[src/rtl/bkm_iter_ctrl.sv]
// Iteration sequencer and digit selector feeding bkm_step: accepts one job, runs
// N iterations with on-the-fly digit selection, then holds the result until it is taken.
module bkm_iter_ctrl #(
  parameter int W     = 8,
  parameter int N     = 8,
  parameter int LOG2N = 3
) (
  input  logic             clk,
  input  logic             srst,
  input  logic             enable,
  input  logic             in_valid,
  output logic             in_ready,
  input  logic             in_mode,
  input  logic [1:0]       in_format,
  input  logic [W-1:0]     u_init,
  input  logic [W-1:0]     v_init,
  input  logic [W-1:0]     u_fb,
  input  logic [W-1:0]     v_fb,
  output logic             mode,
  output logic [1:0]       format,
  output logic [LOG2N-1:0] n,
  output logic [LOG2N-1:0] lut_addr,
  output logic [1:0]       d_x_n,
  output logic [1:0]       d_y_n,
  output logic             step_ena,
  output logic             step_init,
  output logic             busy,
  output logic             out_valid,
  input  logic             out_ready
);

  typedef enum logic [1:0] {IDLE = 2'd0, ITER = 2'd1, DONE = 2'd2} state_t;

  localparam logic [LOG2N-1:0] N_LAST = LOG2N'(N - 1);

  state_t           state_q, state_d;
  logic [LOG2N-1:0] n_q, n_d;
  logic             mode_q;
  logic [1:0]       format_q;
  logic [W-1:0]     u_q, v_q;
  logic             accept;
  logic [3:0]       u_top, v_top;

  // Only the top nibble drives digit selection; the rest of the operands pass through bkm_step.
  logic unused_low_bits;
  assign unused_low_bits = ^{u_fb[W-5:0], v_fb[W-5:0], u_q[W-5:0], v_q[W-5:0]};

  function automatic logic [1:0] digit_sel(input logic signed [3:0] t);
    if (t >= 4'sd1)       digit_sel = 2'b01;
    else if (t <= -4'sd2) digit_sel = 2'b11;
    else                  digit_sel = 2'b00;
  endfunction

  assign accept = in_valid & in_ready;

  always_ff @(posedge clk) begin
    if (srst)        state_q <= IDLE;
    else if (enable) state_q <= state_d;
  end

  always_comb begin
    state_d = state_q;
    case (state_q)
      IDLE:    if (in_valid) state_d = ITER;
      ITER:    if (n_q == N_LAST) state_d = DONE;
      DONE:    if (out_ready) state_d = IDLE;
      default: state_d = IDLE;
    endcase
  end

  always_comb begin
    n_d = n_q;
    if (state_q == IDLE && in_valid)            n_d = '0;
    else if (state_q == ITER && n_q != N_LAST)  n_d = n_q + LOG2N'(1);
  end

  always_ff @(posedge clk) begin
    if (srst) begin
      n_q      <= '0;
      mode_q   <= 1'b0;
      format_q <= 2'b00;
      u_q      <= '0;
      v_q      <= '0;
    end else if (enable) begin
      n_q <= n_d;
      if (accept) begin
        mode_q   <= in_mode;
        format_q <= in_format;
        u_q      <= u_init;
        v_q      <= v_init;
      end
    end
  end

  always_comb begin
    u_top     = (n_q == '0) ? u_q[W-1:W-4] : u_fb[W-1:W-4];
    v_top     = (n_q == '0) ? v_q[W-1:W-4] : v_fb[W-1:W-4];
    in_ready  = (state_q == IDLE) & enable;
    step_ena  = (state_q == ITER) & enable;
    step_init = (state_q == ITER) & (n_q == '0);
    busy      = (state_q != IDLE);
    out_valid = (state_q == DONE);
    d_x_n     = 2'b00;
    d_y_n     = 2'b00;
    if (state_q == ITER) begin
      d_x_n = digit_sel(u_top);
      d_y_n = digit_sel(v_top);
    end
  end

  assign mode     = mode_q;
  assign format   = format_q;
  assign n        = n_q;
  assign lut_addr = n_q;

endmodule

[config.mk]
export PLATFORM = sky130hd
export DESIGN_NAME = bkm_iter_ctrl
export DESIGN_NICKNAME = d
export VERILOG_FILES = /design/src/rtl/bkm_iter_ctrl.sv
export SDC_FILE = /design/constraint.sdc
export NUM_CORES = 1
export LEC_CHECK = 0
export BUFFER_PORTS_ARGS = -buffer_cell sky130_fd_sc_hd__buf_4
export CAP_MARGIN = 0
export CORE_MARGIN = 2
export CORE_UTILIZATION = 41
export DETAILED_ROUTE_END_ITERATION = 8
export PLACE_DENSITY = 0.77
export SYNTH_ARGS = -nofsm -noshare
export SYNTH_HDL_FRONTEND = slang
export SYNTH_SLANG_ARGS = --single-unit
[constraint.sdc]
create_clock -name clk -period 1.8 [get_ports clk]
set_input_delay 0.36 -clock clk [delete_from_list [all_inputs] [get_ports clk]]
set_output_delay 0.36 -clock clk [all_outputs]
set_load 0.01 [all_outputs]
== After elaboration in Yosys (flattened, before gate mapping) ==
Cells that the tools add are included.

* Bits of input ports: 40
* Output and inout port bits: 18
* Register bits: 24

* Add/subtract/negate cells: 1
* Equality and inequality tests: 7
* Magnitude comparators: 4
* Reductions and logical operators: 9
* Mux-type cells: 14
* Bitwise logic cells: 4

{| class="wikitable"
|+ Operators with widths
! operator !! number
|-
| 2-bit 2-to-1 mux || 9
|-
| 4-bit by 2-bit >= comparator with 1-bit output (second input constant) || 2
|-
| 4-bit by 2-bit less-or-equal comparator with 1-bit output (second input constant) || 2
|-
| 4-bit 2-to-1 mux || 2
|-
| 3-bit 2-to-1 mux || 2
|-
| 2-bit case mux with 3 select lines || 1
|-
| 1-bit AND || 4
|-
| 2-bit inequality test (second input constant) || 2
|-
| 2-bit AND reduction || 2
|-
| 4-bit AND reduction || 1
|-
| 2-bit nonzero test || 2
|-
| 3-bit by 1-bit adder with 3-bit output (second input constant) || 1
|-
| 3-bit equality test (second input constant) || 1
|-
| 3-bit zero test || 1
|-
| 3-bit inequality test (second input constant) || 1
|-
| 2-bit by 1-bit equality test with 1-bit output (second input constant) || 1
|-
| 2-bit equality test (second input constant) || 1
|-
| 1-bit logical AND || 2
|-
| 2-bit zero test || 1
|-
| 2-bit by 1-bit inequality test with 1-bit output (second input constant) || 1
|}

== Depth between registers and ports, before layout ==
Gate-level depths: netlist of the first run.

* Depth in word-level cells: 6
* Depth in mapped cells: 6
* Mapped depth without buffers: 5

== Worst setup path after synthesis of the first run ==
No wires, ideal clock.

* Path type: flip-flop to output port
* Start: reg n_q[0] (netlist: lut_addr[0])
* End: out d_x_n[0]
* Arrival: 1.277 ns
* Path slack: 0.163 ns
* Buffers on the path: 1
* Cell stages (with the launch flop): 7
* Path through: dfxtp_1 -> inv_1 -> ha_1 -> nand2b_1 -> clkbuf_1 -> nand3_1 -> a21oi_1

* Word-level cells in the longest chain between the ends: 6

{| class="wikitable"
|+ RTL lines
! item !! line !! source
|-
| from (decl) || 37 || <nowiki>logic [LOG2N-1:0] n_q, n_d;</nowiki>
|-
| from (signal assigned) || 85 || <nowiki>n_q <= n_d;</nowiki>
|-
| 3-bit zero test (*) || 96 || <nowiki>u_top = (n_q == '0) ? u_q[W-1:W-4] : u_fb[W-1:W-4];</nowiki>
|-
| 4-bit 2-to-1 mux (*) || 96 ||
|-
| 4-bit by 2-bit less-or-equal comparator with 1-bit output || 50 || <nowiki>else if (t <= -4'sd2) digit_sel = 2'b11;</nowiki>
|-
| 2-bit 2-to-1 mux || 50 ||
|-
| 2-bit 2-to-1 mux (*) || 49 || <nowiki>if (t >= 4'sd1) digit_sel = 2'b01;</nowiki>
|-
| 2-bit 2-to-1 mux (*) || 105 || <nowiki>if (state_q == ITER) begin</nowiki>
|-
| to (decl) || 23 || <nowiki>output logic [1:0] d_x_n,</nowiki>
|}

Every way passes the cells marked *; elsewhere a longest branch is shown, timed or not.

== Worst setup path after layout of the first run ==
* Start: reg n_q[1] (netlist: lut_addr[1])
* End: out d_y_n[1]

* Word-level cells in the longest chain between the ends: 6

{| class="wikitable"
|+ RTL lines
! item !! line !! source
|-
| 3-bit zero test (*) || 97 || <nowiki>v_top = (n_q == '0) ? v_q[W-1:W-4] : v_fb[W-1:W-4];</nowiki>
|-
| 4-bit 2-to-1 mux (*) || 97 ||
|-
| 4-bit by 2-bit less-or-equal comparator with 1-bit output || 50 ||
|-
| 2-bit 2-to-1 mux || 50 ||
|-
| 2-bit 2-to-1 mux (*) || 49 ||
|-
| 2-bit 2-to-1 mux (*) || 105 ||
|-
| to (decl) || 24 || <nowiki>output logic [1:0] d_y_n,</nowiki>
|}

Marked as above.

==> results of run 1 <==
-- worst min path at each step --
stage                      endpoint  slack [ps]
final                        v_q[6]         330
after global routing         u_q[7]         320
after CTS                      mode         320
after detailed placement       mode         450
after global placement    format[0]         440
after floorplan              u_q[5]         460
-- stage by stage --
stage               hold WS [ps]  TNS [ps]  worst slack [ps]  cells
finish                     325.9    -86.11            -29.09    187
global route               319.6    -415.8            -111.6    187
CTS                        320.2    -77.87            -26.89    185
detailed placement         451.8         0             116.5    176
global placement           444.7         0             143.1    176
floorplan                  462.3         0             163.0    117
-- cell families (layout without fill, tap and decap cells) --
| logic type | count (synthesis) | after routing |
|---|---|---|
| compound gates | 21 | 21 |
| fa+ha+maj | 3 | 3 |
| buf+inv | 14 | 56 |
| flops | 16 | 16 |
| mux | 3 | 3 |
| simple gates | 60 | 60 |
-- routing by layer --
layer / vias to the layer above / track usage [%] / routed length, um
met5: - / 0 / 0
met4: 0 / 3.153 / 16
met3: 2 / 1.754 / 89
met2: 25 / 30.95 / 1097
met1: 455 / 21.72 / 943
li1: 493 / - / -
-- registers in the layout, indices dropped and copies added (netlist names) --
name,count
u_q,4
v_q,4
lut_addr,3
format,2
state_q,2
mode,1
-- critical path, stage by stage (launching register included) --
cell	delay [ps]
dfxtp_2	350
inv_2	50
ha_4	150
and4bb_2	260
buf_4	140
nand3_1	70
nand2_1	50
buf_4	140
-- power groups by stage --
| stage | registers (mW) | logic, mW | clock network (mW) |
|---|---|---|---|
| 2_1_floorplan | 0.391 | 0.0966 | 0 |
| 3_3_place_gp | 0.395 | 0.169 | 0 |
| 3_5_place_dp | 0.396 | 0.173 | 0 |
| 4_1_cts | 0.389 | 0.196 | 0.234 |
| 5_1_grt | 0.393 | 0.219 | 0.247 |
| 6_report | 0.389 | 0.199 | 0.227 |
-- repair_timing --
item	4_1_cts	5_1_grt
pin swaps	3	0
setup buffers	5	2
resized for setup	12	0
setup endpoints to repair	5	5
-- cell type report --
class	instances	area [um^2]
Inverter	4	15.01
Fill cell	188	835.8
Multi-Input combinational cell	87	540.5
Sequential cell	16	325.3
Tap cell	28	35.03
Clock buffer	4	36.28
Timing Repair Buffer	48	360.3
-- layout by cell type (no fill, tap or decap), types with 2 or more instances in the layout --
cell | netlist | final
a21oi_1 | 16 | 16
inv_2 | 0 | 2
ha_1 | 3 | 2
nand4bb_1 | 2 | 2
dfxtp_2 | 0 | 4
inv_1 | 4 | 2
buf_4 | 5 | 48
nor2_1 | 3 | 3
or4_1 | 2 | 2
mux2i_1 | 3 | 3
clkbuf_4 | 0 | 3
nand4_1 | 6 | 6
and4bb_2 | 3 | 3
dfxtp_1 | 16 | 12
nand3_1 | 11 | 11
nand2_1 | 28 | 28
==> impl_metrics.tcl, run 1 <==
set metrics [dict create \
    status "finished with violations" \
    violations "setup timing" \
    yosysSeqAreaShare_pct 35.12 \
    syn_nets 160 \
    die-area_um2 2618 \
    drive_gt1_share_pct 41.51 \
    p_seq_share_pct 47.7 \
    hold_start "v_init[6]" \
    portBuffers 41 \
    yosys_warnings 0 \
    synth_top_cell_area_share_pct 35.12 \
    final.setup.worst_slack_ps -29.09 \
    core.rowCount 17 \
    die_h_um 51.17 \
    vias 975 \
    vias_per_cell 5.214 \
    syn_inst 117 \
    cp-startpoint "lut_addr[1]" \
    grt_pass1_wl_um 3539 \
    cts_hold_buffers 0 \
    clk_latency_ps 270 \
    finalMaxSlewViolations 0 \
    grt-ovfl-total 0 \
    syn-cell-area_um2 912.1 \
    antenna_cells 0 \
    drc 0 \
    p_clk_share_pct 27.9 \
    fmax_mhz 546.7 \
    synthFlopType "dfxtp_1" \
    synth_area_leader_cell "dfxtp_1" \
    placed_area_um2 1184 \
    power_uw 815.6 \
    synth_cell_types 24 \
    dr.first_iter.drc_count 12 \
    fin_util_pct 61.09 \
    post-route-period-util_pct 101.6 \
    grt_pass1_vias 838 \
    setup_violations 4 \
    synth_adder_area_share_pct 4.115 \
    die-width_um 51.17 \
    ant_nets 0 \
    clockRootBuffer "clkbuf_4" \
    switching_share_pct 25.90 \
    clkTransAtPathRegs_ps 90 \
    worstRegToRegCells 7 \
    grt_usage_pct 17.02 \
    clock-sinks 16 \
    h-tree-depth 1 \
    cts_buffers 3 \
    yosys.area_share.simple_pct 34.71 \
    synth.area.top_cells "dfxtp_1, nand2_1, a21oi_1" \
    drv_cap 0 \
    cts_tree "done" \
    final_area_um2 1313 \
    synth.area.mux_share_pct 3.292 \
    finalHoldViolations 0 \
    p_int_uw 604.4 \
    totalWireLength_um 2146 \
    avgRoutedWirePerCell_um 11.48 \
    power_frac_comb_pct 24.4 \
    start_kind "flop" \
    clockBufferDepth 2 \
    nets 203 \
    rsz0062_at_grt "yes" \
    relSlewSlack_pct 60.10 \
    worst_setup_path_end_kind "output port" \
    drt-pass1-iter-count 4 \
    cp.required_ps 1440 \
    crit_end "d_y_n[1]" \
    synth-xor-area-share_pct 0 \
    core-area_um2 2148 \
    power_density_nw_per_um2 621.4 \
    antenna_found_initial 0 \
    grt_max_degree 18 \
    crit_arrival_ps 1470 \
    yosys-top-cells-count "nand2_1, a21oi_1, dfxtp_1" \
    rr_endpoint "lut_addr[1]" \
    skew_ps 2.280 \
    io_pins 58 \
    async_flop_share_pct 0 \
    start_util_pct 42.46 \
    worstMarginPinSlew_ps 595.0 \
    ir_worst_vdd_mv 0.5626 \
    fin_crit_ps 1829 \
    p_sw_uw 211.2 \
    min_path_cells 3 \
    synth_compound_area_share_pct 13.31 \
    yosysMostFrequentCell "nand2_1" \
    critPathKind "flop to output port" \
    globalplace.congestion 0.7184 \
    hpwl_um 1544 \
    ys_seq_elements 16 \
    crit_fanout 4 \
    rrSetupSlack_ps 200 \
    synth_enable_flop_cells 0 \
    hold_path.class "primary input to flop" \
    layout-area-overhead-vs-synth_pct 43.90 \
    regToRegStartpoint "lut_addr[1]" \
    avgSynthCellArea_um2 7.796 \
    synth_top_family_by_area "simple AND/OR/NAND/NOR gates" \
    p_leak_nw 0.5788 \
]
No activity file was read; power rests on OpenSTA's default activity.
==> inputs of run 2 (changes only) <==
CELL_PAD_IN_SITES_DETAIL_PLACEMENT = 1   (was default)
CELL_PAD_IN_SITES_GLOBAL_PLACEMENT = 1   (was default)
CORE_UTILIZATION = 28   (was 41)
PLACE_DENSITY = default   (was 0.77)
PLACE_DENSITY_LB_ADDON = 0.2   (was default)
TNS_END_PERCENT = 20   (was default)
==> run 2 against run 1 <==
Effect of this change: the flow still finishes with violations (setup timing); first-iteration DRC count increased by 110%; largest power group unchanged; critical path type unchanged; hold slack got worse by 8.7 ps; critical path depth decreased by 1; clock power increased by 6%; utilization decreased by 19 points; via count increased by 2.3%; sequential share of layout area about the same; non-clock buffer count decreased by 2; die area increased by 42%; global-route usage decreased by 0.87 points.
==> impl_metrics.tcl, run 2 (synthesis results as in run 1) <==
set metrics [dict create \
    power_density_nw_per_um2 632.8 \
    cts_hold_buffers 0 \
    relSlewSlack_pct 75.84 \
    clockRootBuffer "clkbuf_4" \
    fillers 382 \
    antenna_cells 0 \
    ant_nets 0 \
    portBuffers 41 \
    die-area_um2 3730 \
    final_cell_mix "buf_4, nand2_1, a21oi_1" \
    critical_path_buf_inv_count 2 \
    clkTransAtPathRegs_ps 100 \
    die_h_um 61.08 \
    totalWireLength_um 2686 \
    drv_cap 0 \
    die-width_um 61.08 \
    cp-startpoint "lut_addr[0]" \
    finalHoldViolations 0 \
    fmax_mhz 541.3 \
    worst_setup_path_end_kind "output port" \
    worstRegToRegCells 6 \
    critPathKind "flop to output port" \
    skew_ps 6.613 \
    fin_crit_ps 1847 \
    finalMaxSlewViolations 0 \
    layout_commonest_cell "buf_4" \
    io_pins 58 \
    layout-area-overhead-vs-synth_pct 43.35 \
    drc 0 \
    grt_usage_pct 16.14 \
    worstMarginPinSlew_ps 357.8 \
    grt-ovfl-total 0 \
    dr.first_iter.drc_count 25 \
    rsz0062_at_grt "yes" \
    p_leak_nw 0.5585 \
    core.rowCount 20 \
    power_frac_comb_pct 24.7 \
    globalplace.congestion 0.7767 \
    clk_latency_ps 290 \
    regToRegStartpoint "lut_addr[0]" \
    p_int_uw 600.5 \
    critPathTopFamily "flip-flops" \
    antenna_found_initial 0 \
    violations "setup timing" \
    hold_path.class "primary input to flop" \
    rr_endpoint "lut_addr[0]" \
    switching_share_pct 27.42 \
    p_sw_uw 226.9 \
    nets 201 \
    status "finished with violations" \
    clock-sinks 16 \
    ir_worst_vdd_mv 0.3975 \
    drive_gt1_share_pct 40.13 \
    crit_cells 6 \
    post-place-cells 195 \
    crit_end "d_x_n[0]" \
    hpwl_um 2071 \
    cp_slowest_cell "dfxtp_2" \
    h-tree-depth 1 \
    post-route-period-util_pct 102.6 \
    start_util_pct 29.63 \
    cp.required_ps 1440 \
    drt-pass1-iter-count 4 \
    cts_tree "done" \
    final.setup.worst_slack_ps -47.44 \
    avgRoutedWirePerCell_um 13.36 \
    core-area_um2 3078 \
    max_stage_delay_ps 340 \
    grt_pass1_vias 1051 \
    p_clk_share_pct 29.0 \
    vias 997 \
    pre_cts_ws_ps 110.9 \
    grt_pass1_wl_um 4519 \
    start_kind "flop" \
    vias_per_cell 4.960 \
    crit_arrival_ps 1490 \
    crit_fanout 3 \
    stdcell_count 201 \
    setup_violations 4 \
    grt_max_degree 18 \
    p_seq_share_pct 46.3 \
    clockBufferDepth 2 \
    path_cells "inv_2 -> ha_4 -> and4bb_2 -> o41ai_1 -> a21oi_1 -> buf_4" \
    cts_buffers 3 \
    rrSetupSlack_ps 310 \
]
[run 2: worst min path at each step]
stage                         start         to  cells past startpoint  slack, ps
after floorplan              u_q[5]     u_q[5]                      2        460
after global placement    format[0]  format[0]                      2        450
after detailed placement  format[0]  format[0]                      2        450
after CTS                 u_init[7]     u_q[7]                      3        310
after global routing      v_init[6]     v_q[6]                      3        290
final                     v_init[6]     v_q[6]                      3        320
[run 2: stage by stage]
stage	instance area, um^2	power [mW]	hold slack [ps]	utilization (%)	setup TNS (ps)
final	1308	0.8274	317.2	42.48	-134.0
after global routing	1308	0.8890	294.8	42.48	-547.8
after CTS	1308	0.8431	309.9	42.48	-258.5
after detailed placement	1226	0.5855	454.3	39.84	0
after global placement	1226	0.5774	445.6	39.84	0
after floorplan	912.1	0.4878	462.3	-	0
[run 2: repair_timing]
| action | CTS | global route |
|---|---|---|
| pin swaps | 5 | 0 |
| endpoints found under the setup margin | 4 | 4 |
| gates resized for setup | 11 | 0 |
| buffers inserted | 2 | 0 |
[run 2: metal layers]
layer	GRT usage, %	part of all wire, %	up-vias
li1	-	-	491
met1	17.49	41	482
met2	30.85	53	22
met3	3.151	5.0	2
met4	5.590	0.67	0
met5	0	0	-
[run 2: worst min-delay path, cell delays in order]
cell and delay [ps]:
buf_4 110, nand2_1 40, a21oi_1 50
[run 2: area by class of cell]
cell class	instances	area, um^2	share of cell area (%)
Inverter	4	15.01	1.148
Multi-Input combinational cell	87	528.0	40.38
Tap cell	44	55.05	4.211
Clock buffer	4	36.28	2.775
Sequential cell	16	324.1	24.78
Timing Repair Buffer	46	349.1	26.70
[run 2: power groups by stage]
stage | Clock [mW] | Sequential (mW) | Combinational [mW]
floorplan | 0 | 0.391 | 0.0966
global placement | 0 | 0.390 | 0.188
detailed placement | 0 | 0.391 | 0.194
CTS | 0.252 | 0.383 | 0.207
global route | 0.277 | 0.386 | 0.226
finish | 0.240 | 0.383 | 0.204
==> inputs of run 3 (changes only) <==
BUFFER_PORTS_ARGS = default   (was -buffer_cell sky130_fd_sc_hd__buf_4)
CORE_UTILIZATION = 40   (was 28)
DONT_BUFFER_PORTS = 1   (was default)
PLACE_DENSITY = 0.71   (was default)
PLACE_DENSITY_LB_ADDON = default   (was 0.2)
==> run 3 against run 2 <==
Effect of this change: combinational power shrank 39%; critical path depth is 1 lower; register-to-register slack about the same; the run now ends clean; largest power group unchanged.
==> impl_metrics.tcl, run 3 (synthesis results as in run 1) <==
set metrics [dict create \
    path_cells "inv_2 -> ha_4 -> and4bb_4 -> o41ai_4 -> a21oi_2" \
    totalWireLength_um 2230 \
    globalplace.congestion 0.7700 \
    clkTransAtPathRegs_ps 100 \
    seq_area_um2 322.8 \
    ant_nets 0 \
    post-place-cells 140 \
    stdcell_count 145 \
    grt_pass1_wl_um 3553 \
    drt-pass1-iter-count 4 \
    rr_endpoint "lut_addr[0]" \
    grt_usage_pct 18.13 \
    fillers 286 \
    grt_pass1_vias 867 \
    post-route-period-util_pct 99.95 \
    portBuffers 0 \
    cp.required_ps 1440 \
    io_pins 58 \
    status "finished, final reports clean" \
    antenna_cells 0 \
    worst_setup_path_end_kind "output port" \
    drc 0 \
    die-width_um 51.75 \
    layout-area-overhead-vs-synth_pct 11.80 \
    grt-ovfl-total 0 \
    max_stage_delay_ps 340 \
    worstRegToRegCells 6 \
    crit_cells 5 \
    fin_util_pct 46.54 \
    holdWs_ps 119.8 \
    critPathTopFamily "flip-flops" \
    antenna_found_initial 0 \
    clk_latency_ps 290 \
    grt_max_degree 18 \
    hold_path.class "primary input to flop" \
    finalHoldViolations 0 \
    regToRegStartpoint "lut_addr[0]" \
    cp-startpoint "lut_addr[0]" \
    clockRootBuffer "clkbuf_4" \
    setup_violations 0 \
    core.rowCount 17 \
    crit_fanout 5 \
    rrSetupSlack_ps 310 \
    drive_gt1_share_pct 23.08 \
    multi_input_area_um2 565.5 \
    clockBufferDepth 2 \
    crit_arrival_ps 1440 \
    drv_cap 0 \
    layout_commonest_cell "nand2_1" \
    h-tree-depth 1 \
    avgRoutedWirePerCell_um 15.38 \
    power_density_nw_per_um2 737.8 \
    cp_slowest_cell "dfxtp_2" \
    critPathKind "flop to output port" \
    crit_end "d_x_n[0]" \
    vias 822 \
    skew_ps 9.590 \
    die_h_um 51.75 \
    min_path_cells 1 \
    final_cell_mix "nand2_1, a21oi_1, dfxtp_1" \
    critical_path_buf_inv_count 1 \
    p_leak_nw 0.3719 \
    hpwl_um 1594 \
    start_kind "flop" \
    core-area_um2 2191 \
    cts_buffers 3 \
    placed_area_um2 913.4 \
    fin_setup_tns_ps 0 \
    nets 161 \
    final_area_um2 1020 \
    die-area_um2 2678 \
    cts_tree "done" \
    vias_per_cell 5.669 \
    clock-sinks 16 \
    relSlewSlack_pct 79.67 \
    worstMarginPinSlew_ps 304.5 \
    dr.first_iter.drc_count 21 \
    ir_worst_vdd_mv 0.3713 \
    rsz0062_at_grt "yes" \
    fmax_mhz 555.8 \
    fin_crit_ps 1799 \
    start_util_pct 41.63 \
    finalMaxSlewViolations 0 \
]
[run 3: worst min-delay path by stage]
stage                  endpoint  slack, ps   start
finish              lut_addr[1]        120    srst
global placement         v_q[6]        430    srst
floorplan                u_q[5]        460  u_q[5]
CTS                 lut_addr[1]        100    srst
detailed placement    format[0]        430    srst
global route        lut_addr[0]         90    srst
[run 3: cell type report]
cell class | instances | share of cell area (%)
multi-input combinational | 87 | 55.46
sequential | 16 | 31.66
clock buffer | 4 | 3.558
tap | 28 | 3.436
inverter | 4 | 1.472
timing repair buffer | 6 | 4.417
[run 3: layer usage]
metal | vias up | global-route usage (%) | routed length (um)
met1 | 385 | 20.25 | 998
met4 | 0 | 7.895 | 10
met5 | - | 0 | 0
met2 | 25 | 30.98 | 1058
li1 | 410 | - | -
met3 | 2 | 6.322 | 161
[run 3: where the power goes]
part | total, mW | switching [mW] | internal (mW) | leakage [nW]
Combinational | 0.124 | 0.0690 | 0.0546 | 0.220
Clock | 0.238 | 0.115 | 0.123 | 0.0210
Sequential | 0.391 | 0.0202 | 0.370 | 0.131
[run 3: per-stage QoR]
stage                     worst slack, ps  power, mW
after floorplan                     163.0     0.4878
after global placement              195.9     0.4960
after detailed placement            190.4     0.5013
after CTS                          0.4508     0.7627
after global routing               -84.70     0.7986
final                              0.8840     0.7524
[run 3: repair_timing]
action / CTS / global route
hold buffers: 0 / 0
pin swaps: 4 / 2
resized for setup: 14 / 2
setup endpoints to repair: 2 / 4
setup buffers: 1 / 0
gates cloned: 0 / 0
